[config.mk]
export PLATFORM = sky130hd
export DESIGN_NAME = vga_frame_driver
export DESIGN_NICKNAME = d
export VERILOG_FILES = /design/src/rtl/vga_frame_driver.sv
export SDC_FILE = /design/constraint.sdc
export NUM_CORES = 1
export LEC_CHECK = 0
export CAP_MARGIN = 30
export CORE_MARGIN = 2
export CORE_UTILIZATION = 35
export DETAILED_ROUTE_END_ITERATION = 8
export GPL_ROUTABILITY_DRIVEN = 0
export GPL_TIMING_DRIVEN = 0
export PLACE_DENSITY = 0.58
export SYNTH_ARGS = -nofsm -noshare
export SYNTH_HDL_FRONTEND = slang
export SYNTH_SLANG_ARGS = --single-unit
[constraint.sdc]
create_clock -name clk -period 2.1 [get_ports clk]
set_input_delay 0.525 -clock clk [delete_from_list [all_inputs] [get_ports clk]]
set_output_delay 0.525 -clock clk [all_outputs]
set_load 0.005 [all_outputs]
[src/rtl/vga_frame_driver.sv]
// vga_frame_driver: 640x480@60 Hz raster timing, paced animation strobe and
// TinyTapeout VGA PMOD packing for the WatPixels pattern interface.
// Build option: define OUTPUT_REG_EN to register vga_out_o (one cycle latency).
module vga_frame_driver #(
   parameter int unsigned H_ACTIVE = 640,
   parameter int unsigned H_FP     = 16,
   parameter int unsigned H_SYNC   = 96,
   parameter int unsigned H_BP     = 48,
   parameter int unsigned V_ACTIVE = 480,
   parameter int unsigned V_FP     = 10,
   parameter int unsigned V_SYNC   = 2,
   parameter int unsigned V_BP     = 33
) (
   input  logic       clk,
   input  logic       rst,
   input  logic [1:0] speed_i,
   input  logic       pause_i,
   input  logic [5:0] rgb_i,
   output logic [9:0] x_o,
   output logic [9:0] y_o,
   output logic       active_o,
   output logic       next_frame_o,
   output logic [7:0] vga_out_o
);

   localparam logic [9:0] HActive    = 10'(H_ACTIVE);
   localparam logic [9:0] HSyncStart = 10'(H_ACTIVE + H_FP);
   localparam logic [9:0] HSyncEnd   = 10'(H_ACTIVE + H_FP + H_SYNC - 1);
   localparam logic [9:0] HLast      = 10'(H_ACTIVE + H_FP + H_SYNC + H_BP - 1);
   localparam logic [9:0] VActive    = 10'(V_ACTIVE);
   localparam logic [9:0] VSyncStart = 10'(V_ACTIVE + V_FP);
   localparam logic [9:0] VSyncEnd   = 10'(V_ACTIVE + V_FP + V_SYNC - 1);
   localparam logic [9:0] VLast      = 10'(V_ACTIVE + V_FP + V_SYNC + V_BP - 1);

   logic [9:0] h_q, h_d;
   logic [9:0] v_q, v_d;
   logic [2:0] div_q, div_d;
   logic [2:0] div_thr;
   logic       eligible;
   logic       hsync_n, vsync_n;
   logic [5:0] colour;
   logic [7:0] vga_comb;

   // Raster counters: h wraps every line, v advances on each h wrap.
   always_comb begin
      h_d = h_q + 10'd1;
      v_d = v_q;
      if (h_q == HLast) begin
         h_d = 10'd0;
         v_d = (v_q == VLast) ? 10'd0 : v_q + 10'd1;
      end
   end

   // Frame divider: threshold is 2^speed - 1, evaluated only on the first blanking line.
   always_comb begin
      div_thr = 3'd0;
      unique case (speed_i)
         2'd0: div_thr = 3'd0;
         2'd1: div_thr = 3'd1;
         2'd2: div_thr = 3'd3;
         2'd3: div_thr = 3'd7;
         default: div_thr = 3'd0;
      endcase
      eligible     = (h_q == 10'd0) && (v_q == VActive);
      next_frame_o = 1'b0;
      div_d        = div_q;
      if (eligible && !pause_i) begin
         if (div_q >= div_thr) begin
            next_frame_o = 1'b1;
            div_d        = 3'd0;
         end else begin
            div_d = div_q + 3'd1;
         end
      end
   end

   // Counter and divider state.
   always_ff @(posedge clk or posedge rst) begin
      if (rst) begin
         h_q   <= 10'd0;
         v_q   <= 10'd0;
         div_q <= 3'd0;
      end else begin
         h_q   <= h_d;
         v_q   <= v_d;
         div_q <= div_d;
      end
   end

   // Coordinates, active window, active-low syncs and blanked colour packing.
   always_comb begin
      x_o      = h_q;
      y_o      = v_q;
      active_o = (h_q < HActive) && (v_q < VActive);
      hsync_n  = !((h_q >= HSyncStart) && (h_q <= HSyncEnd));
      vsync_n  = !((v_q >= VSyncStart) && (v_q <= VSyncEnd));
      colour   = active_o ? rgb_i : 6'd0;
      // rgb_i is {R1,G1,B1,R0,G0,B0}; bus is {hsync,B0,G0,R0,vsync,B1,G1,R1}.
      vga_comb = {hsync_n, colour[0], colour[1], colour[2],
                  vsync_n, colour[3], colour[4], colour[5]};
   end

`ifdef OUTPUT_REG_EN
   logic [7:0] vga_q;

   // Registered bus: sync and colour of one counter cycle move together.
   always_ff @(posedge clk or posedge rst) begin
      if (rst) begin
         vga_q <= 8'b1000_1000;
      end else begin
         vga_q <= vga_comb;
      end
   end

   assign vga_out_o = vga_q;
`else
   assign vga_out_o = vga_comb;
`endif

endmodule
==> out/qor.csv, run 1 <==
metric,value,unit
drtAntennaViolNets,0,
num_vias,1391,
dp_cells,245,
leakage,1.02,nW
synthesis.area,1410,um2
p_int,0.608,mW
min_from,x_o[0],
wirelength,3.77,mm
finalMaxSlewViolations,0,
switching_share,0.216,
worst_setup_path_end_kind,output port,
hpwl,2.51,mm
dieArea,4560,um2
synth_fp_nets,174,
die_w,67.5,um
violations,negative setup slack,
setup_ws,-0.0840,ns
slew_headroom,0.402,
cp_slowest_cell,ha_4,
critPathLaunchType,input port,
fin_tns_setup,-0.0840,ns
post-route-period-util,1.04,
powerDensity,352,nW/um2
io_buffer_count,40,
reg2reg_slack,0.24,ns
syn_inst,155,
yosysTopAreaCellShare,0.408,
maxCapViolations,0,
overflow,0,
setup_violations,1,
drt_iter0_markers,44,
route.detailed.drc,0,
cts_tree,yes,
drive_above_1_share,0.305,
antenna_cells,0,
fin_nets,243,
cts.clk_slew.worst_paths,0.08,ns
cp.required,1.57,ns
whs_path_depth,1,
hold_viol,0,
path_class,input port to output port,
path_cells,clkdlybuf4s15_1 -> or2_4 -> ha_4 -> nor2b_4 -> o21a_1 -> nor2_2 -> buf_2,
final_util,0.559,
fillers,343,
stdcell_count,273,
grt_pass1_wl,5.81,mm
synthTopCellsByArea,"dfrtp_1 (41%), ha_1 (7.1%), xor2_1 (6.2%), nand4_1 (3.5%), nor2_1 (3.5%)",
grt_pass1_vias,1310,
grt_use_total,0.167,
clock_sinks,23,
timing.rr.start,x_o[7],
core_area,3940,um2
min_to,x_o[0],
synth_cell_types,36,
h-tree-depth,1,
slowest_delay,0.27,ns
tightest_slew,0.896,ns
insertion_delay,0.26,ns
viasPerCell,5.10,
path_delay_family,simple AND/OR/NAND/NOR gates,
fmax,0.458,GHz
p_clk_frac,0.356,
grt_max_degree,24,
path_buf_inv,2,
seq_area_frac_synth,0.408,
cts_buffers,3,
die_h,67.5,um
vdd_ir_drop_max,306,uV
avgSynthCellArea,9.11,um2
fin_worst_skew,0.00168,ns
critPathMaxFanout,2,
critical_path_arrival,1.66,ns
period_minus_slack,2.18,ns
rows,23,
ys_seq_elements,23,
ioPinCount,41,
synth_area_leader_cell,dfrtp_1,
hp-class,flip-flop to flip-flop,
antenna_found_initial,0,
rsz0062_at_grt,yes,
ctsHoldBuffers,0,
dr.pass1.iters,4,
syn_to_final_growth,56.2,%
start_util,0.358,
reg2regPathDepth,6,
cts-root-buf,clkbuf_8,
p_seq_frac,0.570,
status,finished with violations,
power_switching,0.168,mW
ctsLongestPathBuffers,2,
power_frac_comb,0.073,
wl_per_cell,13.8,um
yosys_warnings,0,
worst_r2r_endpoint,y_o[9],
-- through the flow --
stage	hold slack [ns]	instance area, um2	total power [mW]	setup slack [ns]
finish	0.520	2200	0.776	-0.0840
global route	0.565	2200	0.811	-0.188
CTS	0.533	2110	0.784	-0.172
detailed placement	0.511	1870	0.506	-0.865
global placement	0.505	1870	0.505	-0.816
floorplan	0.479	1410	0.471	0.159
-- cells in the final DEF (no fill, tap or decap), drive strengths merged, types with 2 or more instances in the layout --
cell,count
buf,34
clkdlybuf4s50,27
dfrtp,23
nor2,14
xor2,10
nand2,10
inv,10
nand3,9
nand4,9
o21ai,8
ha,8
and3,7
and2,7
clkbuf,7
nor3,4
dlygate4sd2,4
nor4,4
a21oi,3
xnor2,3
a31oi,3
and4,2
or4,2
nor2b,2
-- routing by layer --
layer	routed length, um	GRT usage	part of all wire	up-vias
li1	-	-	-	681
met1	1690	0.206	0.45	655
met2	1870	0.293	0.49	47
met3	166	0.0167	0.044	8
met4	50	0.0714	0.013	0
met5	0	0	0	-
-- area by class of cell --
class                   instances  area, um2  share of cell area
clock inverters                 1       5.00             0.00227
flip-flops and latches         23        587               0.266
repair buffers                 66        574               0.261
well taps                      50       62.6              0.0284
plain buffers                   5       32.5              0.0148
clock buffers                   3       41.3              0.0187
inverters                      10       37.5              0.0170
multi-input cells             115        865               0.392
-- how the worst max path moves through the flow --
| stage | from | endpoint | slack [ns] | depth (start not counted) |
|---|---|---|---|---|
| floorplan | speed_i[1] | next_frame_o | 0.16 | 5 |
| global placement | speed_i[1] | next_frame_o | -0.82 | 7 |
| detailed placement | speed_i[1] | next_frame_o | -0.86 | 7 |
| CTS | pause_i | next_frame_o | -0.17 | 5 |
| global route | y_o[5] | next_frame_o | -0.19 | 7 |
| finish | speed_i[0] | next_frame_o | -0.08 | 7 |
-- sequential cells by signal, indices dropped and copies added (netlist names) --
| register | count |
|---|---|
| div_q | 3 |
| x_o | 10 |
| y_o | 10 |
-- synthesized netlist by cell type --
library cell / n
xnor2_1: 3
a31oi_1: 3
and4_1: 2
ha_1: 8
nor4b_1: 1
buf_6: 1
o21a_1: 1
nand2_1: 10
a21oi_1: 3
o21bai_1: 1
xor2_1: 10
and3_2: 1
o211ai_1: 1
nor2_2: 1
nor3_1: 4
inv_1: 10
buf_4: 2
dfrtp_1: 23
or2_2: 1
nor2b_1: 2
nor4_1: 4
and3_1: 6
o31ai_1: 1
nand4_4: 1
and3b_1: 1
nor2_1: 13
nor4bb_1: 1
a21o_1: 1
or4_1: 2
clkbuf_1: 2
buf_2: 2
nand3_1: 9
nor3b_1: 1
and2_1: 7
nand4_1: 8
o21ai_0: 8
-- repair_timing --
item / 4_1_cts / 5_1_grt
setup buffers: 19 / 7
resized for setup: 41 / 22
pin swaps: 9 / 8
endpoints found under the setup margin: 10 / 4
-- cells by family after synthesis --
family,synth area share
AOI/OAI and AO/OA,0.0789
xor gates and xnor gates,0.0807
adders and majority gates,0.0709
buffers and inverters,0.0576
DFF,0.408
and+or+nand+nor,0.304
-- power by group through the flow --
| stage | clock network, mW | registers (mW) | logic [mW] |
|---|---|---|---|
| 2_1_floorplan | 0 | 0.451 | 0.0198 |
| 3_3_place_gp | 0 | 0.451 | 0.0535 |
| 3_5_place_dp | 0 | 0.451 | 0.0548 |
| 4_1_cts | 0.287 | 0.442 | 0.0548 |
| 5_1_grt | 0.306 | 0.442 | 0.0632 |
| 6_report | 0.276 | 0.442 | 0.0569 |
(Power assumes the default switching activity.)
==> run 2, diff against run 1 <==
- CELL_PAD_IN_SITES_DETAIL_PLACEMENT: unset -> 1
- CELL_PAD_IN_SITES_GLOBAL_PLACEMENT: unset -> 1
- PLACE_DENSITY: 0.58 -> 0.76
- TNS_END_PERCENT: unset -> 20
==> out/qor.csv, run 2 (synthesized netlist as in run 1, its figures left out) <==
metric,value,unit,change
io_buffer_count,40,,unchanged
grt_pass1_vias,1419,,was 1310
critical_path_arrival,1.80,ns,was 1.66 ns
rows,23,,unchanged
ctsHoldBuffers,0,,unchanged
path_class,flip-flop to output port,,was input port to output port
powerDensity,375,nW/um2,was 352 nW/um2
route.detailed.drc,0,,unchanged
setup_violations,4,,was 1
p_int,0.605,mW,was 0.608 mW
power_switching,0.175,mW,was 0.168 mW
grt_max_degree,24,,unchanged
drt_iter0_markers,27,,was 44
cp_slowest_cell,dfrtp_2,,was ha_4
antenna_found_initial,0,,unchanged
rsz0062_at_grt,yes,,unchanged
viasPerCell,5.18,,was 5.10
critPathLaunchType,flip-flop,,was input port
fillers,457,,was 343
wirelength,4.35,mm,was 3.77 mm
die_w,67.5,um,unchanged
cts_buffers,3,,unchanged
final_util,0.527,,was 0.559
drtAntennaViolNets,0,,unchanged
worst_setup_path_end_kind,output port,,unchanged
finalMaxSlewViolations,0,,unchanged
core_area,3940,um2,unchanged
period_minus_slack,2.33,ns,was 2.18 ns
hp-class,flip-flop to flip-flop,,unchanged
hpwl,2.93,mm,was 2.51 mm
p_clk_frac,0.363,,was 0.356
start_util,0.358,,unchanged
slowest_delay,0.38,ns,was 0.27 ns
final_common_cell,clkdlybuf4s50_1,,unchanged
clock_sinks,23,,unchanged
dieArea,4560,um2,unchanged
ioPinCount,41,,unchanged
cts_tree,yes,,unchanged
cts-root-buf,clkbuf_8,,unchanged
final_cell_mix,"clkdlybuf4s50_1 (28), buf_4 (17), dfrtp_1 (16), nor2_1 (12)",,"was clkdlybuf4s50_1 (27), buf_4 (26), dfrtp_1 (14), nor2_1 (11), xor2_1 (10)"
status,finished with violations,,unchanged
critPathMaxFanout,4,,was 2
path_buf_inv,3,,was 2
placed_cell_area,1870,um2,unchanged
post-route-period-util,1.11,,was 1.04
cp.required,1.57,ns,about the same
maxCapViolations,0,,unchanged
slew_headroom,0.394,,was 0.402
leakage,0.953,nW,was 1.02 nW
drive_above_1_share,0.244,,was 0.305
fmax,0.430,GHz,was 0.458 GHz
antenna_cells,0,,unchanged
die_h,67.5,um,unchanged
wl_per_cell,16.5,um,was 13.8 um
fin_nets,233,,was 243
vdd_ir_drop_max,309,uV,was 306 uV
path_delay_family,simple AND/OR/NAND/NOR gates,,unchanged
insertion_delay,0.27,ns,was 0.26 ns
tightest_slew,0.908,ns,was 0.896 ns
timing.hold.ws,0.522,ns,was 0.520 ns
power_frac_comb,0.070,,was 0.073
h-tree-depth,1,,unchanged
hold_viol,0,,unchanged
ctsLongestPathBuffers,2,,unchanged
switching_share,0.224,,was 0.216
grt_use_total,0.195,,was 0.167
path_cells,nand4_1 -> buf_4 -> nor4_4 -> buf_4 -> nand4_1 -> nor2_1 -> buf_2,,was clkdlybuf4s15_1 -> or2_4 -> ha_4 -> nor2b_4 -> o21a_1 -> nor2_2 -> buf_2
num_vias,1363,,was 1391
setup_ws,-0.226,ns,was -0.0840 ns
stdcell_area,2080,um2,was 2200 um2
syn_to_final_growth,47.3,%,was 56.2%
p_seq_frac,0.567,,was 0.570
violations,negative setup slack,,unchanged
grt_pass1_wl,6.69,mm,was 5.81 mm
fin_worst_skew,0.00818,ns,was 0.00168 ns
dr.pass1.iters,5,,was 4
overflow,0,,unchanged
cts.clk_slew.worst_paths,0.09,ns,was 0.08 ns
## run 2: power by group through the flow
| stage | Combinational, mW | Sequential [mW] | Clock [mW] |
|---|---|---|---|
| floorplan | 0.0198 | 0.451 | 0 |
| global placement | 0.0535 | 0.451 | 0 |
| detailed placement | 0.0566 | 0.451 | 0 |
| CTS | 0.0585 | 0.442 | 0.291 |
| global route | 0.0606 | 0.442 | 0.314 |
| finish | 0.0546 | 0.442 | 0.283 |
## run 2: path summary, 6_finish.rpt
check	startpoint	to	slack, ns	cells past startpoint
worst max register to register	x_o[0]	y_o[9]	0.22	6
max in group asynchronous	rst	x_o[7]	0.73	2
worst max-delay path	y_o[5]	next_frame_o	-0.23	7
worst min-delay path	x_o[0]	x_o[0]	0.52	1
worst min register to register	x_o[0]	x_o[0]	0.52	1
min in group asynchronous	rst	y_o[7]	0.74	2
## run 2: per-layer routing
| layer | track usage | share of wire |
|---|---|---|
| met2 | 0.347 | 0.52 |
| met3 | 0.0300 | 0.039 |
| met1 | 0.243 | 0.43 |
| met5 | 0 | 0 |
| met4 | 0.0510 | 0.0062 |
## run 2: cell type report
cell class	count	area, um2	share of cell area
Sequential cell	23	584	0.281
Timing Repair Buffer	56	485	0.234
Multi-Input combinational cell	115	830	0.399
Clock inverter	1	5.00	0.00241
Buffer	5	32.5	0.0157
Clock buffer	3	41.3	0.0199
Inverter	10	37.5	0.0181
Tap cell	50	62.6	0.0301
## run 2: what timing repair did
action | CTS | global route
pin swaps | 6 | 4
gates resized for setup | 35 | 17
setup endpoints to repair | 10 | 8
buffers inserted | 9 | 7
## run 2: metrics by stage
stage | setup TNS [ns] | power (mW) | setup slack [ns] | instances
floorplan | 0 | 0.471 | 0.159 | 155
global placement | -2.11 | 0.505 | -0.812 | 245
detailed placement | -2.95 | 0.508 | -0.894 | 245
CTS | -0.866 | 0.792 | -0.225 | 256
global route | -0.943 | 0.818 | -0.347 | 263
finish | -0.360 | 0.780 | -0.226 | 263
==> run 3, diff against run 2 <==
--- a/config.mk
+++ b/config.mk
@@ -7,3 +7,3 @@
 export LEC_CHECK = 0
-export CAP_MARGIN = 30
+export CAP_MARGIN = 25
 export CELL_PAD_IN_SITES_DETAIL_PLACEMENT = 1
@@ -15,2 +15,3 @@
 export GPL_TIMING_DRIVEN = 0
+export HOLD_SLACK_MARGIN = 0.03
 export PLACE_DENSITY = 0.76
--- a/constraint.sdc
+++ b/constraint.sdc
@@ -3,2 +3,2 @@
 set_output_delay 0.525 -clock clk [all_outputs]
-set_load 0.005 [all_outputs]
+set_load 0.02 [all_outputs]
==> out/qor.csv, run 3 (synthesized netlist as in run 1, its figures left out) <==
metric,value,unit,change
status,finished with violations,,unchanged
violations,negative setup slack,,unchanged
grt_pass1_wl,7.25,mm,was 6.69 mm
die_w,67.5,um,unchanged
rsz0062_at_grt,yes,,unchanged
num_vias,1407,,was 1363
critPathMaxFanout,4,,unchanged
route.detailed.drc,0,,unchanged
multi_input_area,826,um2,was 830 um2
critPathLaunchType,flip-flop,,unchanged
critical_path_arrival,1.73,ns,was 1.80 ns
final_common_cell,clkdlybuf4s50_1,,unchanged
finalMaxSlewViolations,0,,unchanged
cts-root-buf,clkbuf_8,,unchanged
ioPinCount,41,,unchanged
post-route-period-util,1.08,,was 1.11
cts.clk_slew.worst_paths,0.10,ns,was 0.09 ns
h-tree-depth,1,,unchanged
setup_violations,1,,was 4
clock_sinks,23,,unchanged
io_buffer_count,40,,unchanged
slowest_delay,0.44,ns,was 0.38 ns
insertion_delay,0.28,ns,was 0.27 ns
grt_use_total,0.217,,was 0.195
placed_cell_area,1880,um2,was 1870 um2
stdcell_area,2110,um2,was 2080 um2
cp_slowest_cell,dfrtp_1,,was dfrtp_2
setup_ws,-0.158,ns,was -0.226 ns
syn_to_final_growth,49.6,%,was 47.3%
ctsLongestPathBuffers,2,,unchanged
path_cells,inv_2 -> ha_4 -> nor4bb_4 -> nand4_1 -> nor2_2 -> buf_6,,was nand4_1 -> buf_4 -> nor4_4 -> buf_4 -> nand4_1 -> nor2_1 -> buf_2
start_util,0.358,,unchanged
overflow,0,,unchanged
final_cell_mix,"clkdlybuf4s50_1 (27), buf_4 (21), dfrtp_1 (13), nor2_1 (11)",,"was clkdlybuf4s50_1 (28), buf_4 (17), dfrtp_1 (16), nor2_1 (12)"
hold_viol,0,,unchanged
period_minus_slack,2.26,ns,was 2.33 ns
finalPower,0.807,mW,was 0.780 mW
wl_per_cell,17.0,um,was 16.5 um
dieArea,4560,um2,unchanged
drt_iter0_markers,49,,was 27
grt_max_degree,24,,unchanged
dr.pass1.iters,4,,was 5
fin_nets,236,,was 233
drtAntennaViolNets,0,,unchanged
ctsHoldBuffers,0,,unchanged
worst_r2r_endpoint,y_o[9],,unchanged
fillers,444,,was 457
rows,23,,unchanged
path_delay_family,simple AND/OR/NAND/NOR gates,,unchanged
hp-class,flip-flop to flip-flop,,unchanged
wirelength,4.53,mm,was 4.35 mm
leakage,0.964,nW,was 0.953 nW
drive_above_1_share,0.278,,was 0.244
reg2regPathDepth,7,,was 6
maxCapViolations,0,,unchanged
tightest_slew,0.908,ns,about the same
slew_headroom,0.394,,about the same
final_util,0.536,,was 0.527
die_h,67.5,um,unchanged
place_ws,-0.957,ns,was -0.894 ns
antenna_found_initial,0,,unchanged
hpwl,2.90,mm,was 2.93 mm
path_buf_inv,2,,was 3
reg2reg_slack,0.11,ns,was 0.22 ns
fin_worst_skew,0.0125,ns,was 0.00818 ns
regArea,588,um2,was 584 um2
fmax,0.443,GHz,was 0.430 GHz
timing.rr.start,x_o[1],,was x_o[0]
path_class,flip-flop to output port,,unchanged
grt_pass1_vias,1465,,was 1419
min_from,x_o[6],,was x_o[0]
vdd_ir_drop_max,208,uV,was 309 uV
cts_tree,yes,,unchanged
timing.hold.ws,0.562,ns,was 0.522 ns
powerDensity,382,nW/um2,was 375 nW/um2
core_area,3940,um2,unchanged
whs_path_depth,1,,unchanged
antenna_cells,0,,unchanged
min_to,x_o[6],,was x_o[0]
worst_setup_path_end_kind,output port,,unchanged
viasPerCell,5.29,,was 5.18
cts_buffers,3,,unchanged
cp.required,1.57,ns,about the same
[run 3: cell types whose count changed in the layout (fill, tap and decap cells not counted), sizes merged]
cell	before	now
buf	26	31
clkdlybuf4s15	0	3
dlygate4sd2	3	1
clkbuf	6	5
clkdlybuf4s50	28	27
dlymetal6s2s	1	0
[run 3: area by class of cell]
type                       instances  area share
timing repair buffer              59       0.246
tap                               50      0.0296
clock inverter                     1     0.00237
inverter                          10      0.0178
buffer                             5      0.0154
clock buffer                       3      0.0195
multi-input combinational        115       0.391
sequential                        23       0.278
[run 3: where the power goes]
group / internal [mW] / switching [mW] / total, mW / leakage, nW
logic: 0.0319 / 0.0311 / 0.0630 / 0.651
registers: 0.442 / 0 / 0.442 / 0.288
clock network: 0.133 / 0.169 / 0.302 / 0.0255
total: 0.608 / 0.200 / 0.807 / 0.964
[run 3: how the worst max path moves through the flow]
stage / from / end / cells past startpoint
finish: y_o[0] / next_frame_o / 6
floorplan: y_o[6] / next_frame_o / 4
CTS: y_o[7] / next_frame_o / 7
global route: y_o[0] / next_frame_o / 6
global placement: speed_i[1] / next_frame_o / 7
detailed placement: speed_i[1] / next_frame_o / 7
[run 3: timing repair]
| action | in CTS | in global routing |
|---|---|---|
| gates resized for setup | 54 | 17 |
| setup buffers | 10 | 9 |
| cloned | 0 | 0 |
| setup endpoints to repair | 10 | 10 |
| pin swaps | 8 | 6 |
| endpoints found under the hold margin | 0 | 0 |
[run 3: stage by stage]
step,cells,setup TNS [ns]
5_1_grt,266,-0.407
4_1_cts,258,-0.170
3_3_place_gp,245,-3.17
2_1_floorplan,155,0
3_5_place_dp,245,-3.79
6_report,266,-0.158
[run 3: layer usage]
layer	up-vias	wire length (um)	GRT usage
met5	-	0	0
met4	0	95	0.0765
met3	9	217	0.0417
met2	33	2340	0.373
met1	700	1880	0.271
li1	665	-	-
